===== config.mk =====
export PLATFORM = sky130hd
export DESIGN_NAME = quad_step_gen
export DESIGN_NICKNAME = d
export VERILOG_FILES = /design/src/rtl/quad_pkg.sv /design/src/rtl/quad_dwell_timer.sv /design/src/rtl/quad_step_gen.sv
export SDC_FILE = /design/constraint.sdc
export NUM_CORES = 1
export LEC_CHECK = 0
export CAP_MARGIN = 20
export CORE_UTILIZATION = 40
export DETAILED_ROUTE_END_ITERATION = 6
export GPL_TIMING_DRIVEN = 0
export PLACE_DENSITY = 0.58
export RECOVER_POWER = 50
export SYNTH_ARGS = -nofsm -noshare
export SYNTH_HDL_FRONTEND = slang
export SYNTH_SLANG_ARGS = --single-unit

===== constraint.sdc =====
create_clock -name clk -period 6.6 [get_ports clk]
set_input_delay 1.32 -clock clk [delete_from_list [all_inputs] [get_ports clk]]
set_output_delay 1.32 -clock clk [all_outputs]
set_load 0.005 [all_outputs]

===== src/rtl/quad_pkg.sv =====
// quad_pkg: shared quadrature phase encodings, phase stepping function and step-generator states.
//   PH_*       : {A,B} phase encodings
//   quad_next  : next {A,B} phase for dir=1 (forward) or dir=0 (reverse)
//   qs_state_t : step generator FSM states
package quad_pkg;
    localparam logic [1:0] PH_00 = 2'b00;
    localparam logic [1:0] PH_01 = 2'b01;
    localparam logic [1:0] PH_11 = 2'b11;
    localparam logic [1:0] PH_10 = 2'b10;

    typedef enum logic [1:0] {QS_IDLE, QS_STEP, QS_HOLD} qs_state_t;

    // Forward walks 00->01->11->10, reverse walks the inverse; one bit flips per call.
    function automatic logic [1:0] quad_next(input logic [1:0] phase, input logic dir);
        return dir ? {phase[0], ~phase[1]} : {~phase[0], phase[1]};
    endfunction
endpackage


===== src/rtl/quad_dwell_timer.sv =====
// quad_dwell_timer: 16-bit dwell down-counter, loads DWELL-1 and counts to 0.
//   clk, resetn : clock, async active-low reset
//   load        : reload with DWELL-1
//   expired     : counter is 0
//   expiring    : counter is 1 (expires on the next cycle)
module quad_dwell_timer #(
    parameter int DWELL = 256
) (
    input  logic clk,
    input  logic resetn,
    input  logic load,
    output logic expired,
    output logic expiring
);
    localparam logic [15:0] LOAD_VAL = 16'(DWELL - 1);

    logic [15:0] cnt_q, cnt_d;

    always_comb cnt_d = load ? LOAD_VAL : (cnt_q != 16'd0 ? cnt_q - 16'd1 : cnt_q);

    always_ff @(posedge clk or negedge resetn)
        if (!resetn) cnt_q <= '0;
        else         cnt_q <= cnt_d;

    assign expired  = cnt_q == 16'd0;
    assign expiring = cnt_q == 16'd1;
endmodule


===== src/rtl/quad_step_gen.sv =====
// quad_step_gen: quadrature encoder emulator emitting Gray-coded A/B edges with a minimum dwell.
//   clk, resetn          : clock, async active-low reset
//   cmd_valid/cmd_ready  : step command handshake (cmd_steps edges, cmd_dir 1=forward)
//   stop                 : abort after the phase in progress
//   quadA, quadB         : registered quadrature outputs
//   busy, done           : command in progress / one-cycle completion pulse
//   position             : wrapping count of emitted edges (+1 forward, -1 reverse)
module quad_step_gen
    import quad_pkg::*;
#(
    parameter int DWELL  = 256,
    parameter int STEP_W = 8,
    parameter int POS_W  = 10
) (
    input  logic              clk,
    input  logic              resetn,
    input  logic              cmd_valid,
    output logic              cmd_ready,
    input  logic [STEP_W-1:0] cmd_steps,
    input  logic              cmd_dir,
    input  logic              stop,
    output logic              quadA,
    output logic              quadB,
    output logic              busy,
    output logic              done,
    output logic [POS_W-1:0]  position
);
    qs_state_t         state_q, state_d;
    logic [STEP_W-1:0] rem_q, rem_d;
    logic [POS_W-1:0]  pos_q, pos_d;
    logic [1:0]        phase_q, phase_d;
    logic              dir_q, dir_d, stop_q, stop_d, done_q, done_d;
    logic              t_load, t_expired, t_expiring;

    quad_dwell_timer #(.DWELL(DWELL)) u_timer (
        .clk      (clk),
        .resetn   (resetn),
        .load     (t_load),
        .expired  (t_expired),
        .expiring (t_expiring)
    );

    // The STEP cycle is the last cycle of the previous dwell, so a continuing
    // command leaves HOLD one cycle before expiry; a finishing one waits for expiry.
    always_comb begin
        state_d = state_q;
        rem_d   = rem_q;
        pos_d   = pos_q;
        phase_d = phase_q;
        dir_d   = dir_q;
        stop_d  = stop_q;
        done_d  = 1'b0;
        t_load  = 1'b0;
        case (state_q)
            QS_IDLE: begin
                stop_d = 1'b0;
                if (cmd_valid) begin
                    if (cmd_steps != '0) begin
                        state_d = QS_STEP;
                        rem_d   = cmd_steps;
                        dir_d   = cmd_dir;
                    end else begin
                        done_d = 1'b1;
                    end
                end
            end
            QS_STEP: begin
                phase_d = quad_next(phase_q, dir_q);
                pos_d   = pos_q + (dir_q ? POS_W'(1) : {POS_W{1'b1}});
                rem_d   = rem_q - STEP_W'(1);
                stop_d  = stop_q | stop;
                t_load  = 1'b1;
                state_d = QS_HOLD;
            end
            QS_HOLD: begin
                stop_d = stop_q | stop;
                if (t_expiring && rem_q != '0 && !(stop_q | stop)) begin
                    state_d = QS_STEP;
                end else if (t_expired) begin
                    state_d = QS_IDLE;
                    done_d  = 1'b1;
                    stop_d  = 1'b0;
                end
            end
            default: state_d = QS_IDLE;
        endcase
    end

    always_ff @(posedge clk or negedge resetn)
        if (!resetn) begin
            state_q <= QS_IDLE;
            rem_q   <= '0;
            pos_q   <= '0;
            phase_q <= PH_00;
            dir_q   <= 1'b0;
            stop_q  <= 1'b0;
            done_q  <= 1'b0;
        end else begin
            state_q <= state_d;
            rem_q   <= rem_d;
            pos_q   <= pos_d;
            phase_q <= phase_d;
            dir_q   <= dir_d;
            stop_q  <= stop_d;
            done_q  <= done_d;
        end

    assign cmd_ready = state_q == QS_IDLE;
    assign busy      = !cmd_ready;
    assign done      = done_q;
    assign position  = pos_q;
    assign quadA     = phase_q[1];
    assign quadB     = phase_q[0];
endmodule


==> impl_metrics.toml <==
[power]
internal_power_uw = 845.1
peakVddDrop_uv = 243.8
power.switching_uw = 647.2
seq_power_share_pct = 29.2
switching_share_pct = 43.37
total_power_mw = 1.492
combinationalPowerShare_pct = 58.7
pwr-share-clk_pct = 12.1
powerDensity_nw_per_um2 = 486.8
leakagePower_nw = 1.253

[global_route]
grt_max_degree = 31
grt_pass1_wl_mm = 9.867
track_usage_pct = 19.25
antenna_found_initial = 0
gr-total-overflow = 0
grt_pass1_vias = 2105

[synthesis]
yosys_warnings = 0
yosysUniqueCellTypes = 48
synthAdderAreaFrac_pct = 9.414
async_reset_ff_share_pct = 100.0
syn_area_per_cell_um2 = 9.238
synthTopCellsByArea = "dfrtp_1 39%, ha_1 8.6%, xnor2_1 4.7%"
synth_compound_area_share_pct = 18.97
ys_seq_elements = 41
synth_xor_area_share_pct = 6.388
synth_top_flop_cell = "dfrtp_1"
yosys.area_share.simple_pct = 17.48
yosysSeqAreaShare_pct = 39.39
synth_top_family_by_area = "compound AO/OA/AOI/OAI gates"
synth_edf_count = 0
synth_mux_area_share_pct = 3.890
netlist.top_cell.by_area = "dfrtp_1"
synth_nets = 314
synthCells = 282
syn_area_um2 = 2605
synth.top_cell.area_share_pct = 39.39

[sta]
setup_viol = 0
rsz0062_at_grt = "false"
tightest_slew_ns = 1.688
slew_headroom_pct = -12.55
tns_ns = 0
fin_crit_sh_pct = 52.84
finClkSkew_ns = 0.009088
finalMaxSlewViolations = 31
final_hold_viol_count = 0
fmax_mhz = 286.7
period_minus_slack_ns = 3.488

[setup_path]
cp_data_required_time_ns = 6.79
critPathMaxStageDelay_ns = 0.53
worstPathMaxFanout = 10
critPathLaunchType = "input pin"
cp_cell_sequence = "clkdlybuf4s50_1 > nor4_1 > a21oi_1 > a21oi_1 > clkbuf_1 > nor2_1 > o22a_1"
arrival_ns = 3.68
end_kind = "register"
path_class = "in -> reg"
rrSetupSlack_ns = 4.14
path_common_cell = "a21oi_1"
slowest_stage = "nor4_1"

[drt]
drc = 0
viasPerCell = 5.441
num_vias = 2149
drt_wl_total_mm = 5.801
drt.antenna.violating_nets = 0
dr.pass1.iters = 5
wl_per_cell_um = 14.69
initialDrtViolationCount = 101

[clock_tree]
clk_pin_slew_ns = 0.09
cts_post_setup_buffers_inserted = 0
cts_sinks = 41
cts_tree = "built"
cts_hold_buffers = 0
numCtsBuffers = 5
cts_max_level = 2
insertion_delay_ns = 0.30
cts_buffer_depth = 2
ctsResizeCount = 0
clockRootBuffer = "clkbuf_8"

[floorplan]
rows = 29
die_x_um = 82.70
start_util_pct = 41.26
core-area_um2 = 6314
io_pins = 28
die_h_um = 82.70
floorplan.die_area_um2 = 6839

[cells_and_area]
final_net_count = 349
num_antenna_cells = 0
fillers = 630
syn_to_final_growth_pct = 17.68
drive_above_1_share_pct = 6.289
final_cell_mix = "41 x dfrtp_1, 26 x clkdlybuf4s50_1, 25 x nor2_1"
final_common_cell = "dfrtp_1"

[placed_design]
gp_congestion = 0.8305
io_buffers = 27
hpwlAfterDp_mm = 4.164

[run_status]
status = "finished with violations"
violations = "capacitance limit, slew limit"

[worst_hold_path]
holdCritPathClass = "reg -> reg"

[job]
drv_cap = 1
==> power groups by stage <==
| stage | logic (mW) | registers [mW] | clock network, mW |
|---|---|---|---|
| floorplan | 0.632 | 0.420 | 0 |
| global placement | 0.866 | 0.438 | 0 |
| detailed placement | 0.875 | 0.439 | 0 |
| CTS | 0.883 | 0.434 | 0.186 |
| global route | 0.991 | 0.449 | 0.197 |
| finish | 0.877 | 0.435 | 0.180 |
==> critical path, delay by kind of cell <==
family | cells | cell delay [ns]
AND/OR/NAND/NOR | 2 | 0.64
AO/OA/AOI/OAI | 3 | 0.83
buffers and inverters | 2 | 0.88
==> cell families after synthesis <==
logic type / Yosys count
AOI/OAI and AO/OA: 75
xor gates and xnor gates: 19
adders and majority gates: 19
buffers and inverters: 29
DFF: 41
muxes: 9
and+or+nand+nor: 90
==> synthesized netlist by cell type (3+ instances only) <==
| cell | number |
|---|---|
| ha_1 | 18 |
| a21oi_1 | 18 |
| o21a_1 | 3 |
| o21ai_1 | 4 |
| a211oi_1 | 6 |
| mux2_2 | 5 |
| clkbuf_1 | 11 |
| nor2b_1 | 3 |
| dfrtp_1 | 41 |
| nor2_1 | 25 |
| xnor2_1 | 14 |
| nor4_1 | 6 |
| xor2_1 | 5 |
| o22a_1 | 7 |
| a31oi_1 | 5 |
| nor3_1 | 11 |
| inv_1 | 17 |
| or3_1 | 6 |
| mux2i_1 | 3 |
| o31ai_1 | 3 |
| o21ai_0 | 11 |
| o211ai_1 | 5 |
| nand2b_1 | 3 |
| nand2_1 | 20 |
==> metrics by stage <==
step	util (%)	cell area, µm²	hold slack, ns	setup WS [ns]	cells
floorplan	-	2605	0.4636	3.780	282
global placement	47.07	2972	0.4641	2.834	386
detailed placement	47.30	2987	0.4724	2.854	387
CTS	48.83	3083	0.4839	3.125	395
global route	48.55	3065	0.4965	2.955	395
finish	48.55	3065	0.4869	3.112	395
==> state kept, by name (all words and copies together) (netlist names) <==
name,cells
stop_q,1
position,10
done,1
state_q,2
dir_q,1
rem_q,8
u_timer.cnt_q,16
phase_q,2
==> layout make-up <==
class,instances,area [µm²],share of cell area (%)
multi-input combinational,212,1463,47.71
sequential,41,1026,33.47
timing repair buffer,28,267.8,8.735
tap,77,96.34,3.143
clock buffer,6,82.58,2.694
inverter,17,63.81,2.082
buffer,12,52.55,1.714
clock inverter,2,13.76,0.4490
==> path summary, 6_finish.rpt <==
check / end / start / cells after the start
max reg2reg: state_q[0] / u_timer.cnt_q[3] / 5
min reg2reg: position[9] / position[9] / 1
min in group asynchronous: u_timer.cnt_q[8] / resetn / 1
min: position[9] / position[9] / 1
max: rem_q[4] / cmd_steps[0] / 7
max in group asynchronous: u_timer.cnt_q[9] / resetn / 2
==> per-layer routing <==
metal / track usage, % / share of wire [%]
met1: 25.77 / 50
met2: 30.90 / 46
met3: 4.176 / 2.9
met4: 5.862 / 1.1
met5: 0 / 0
(Power assumes the default switching activity.)
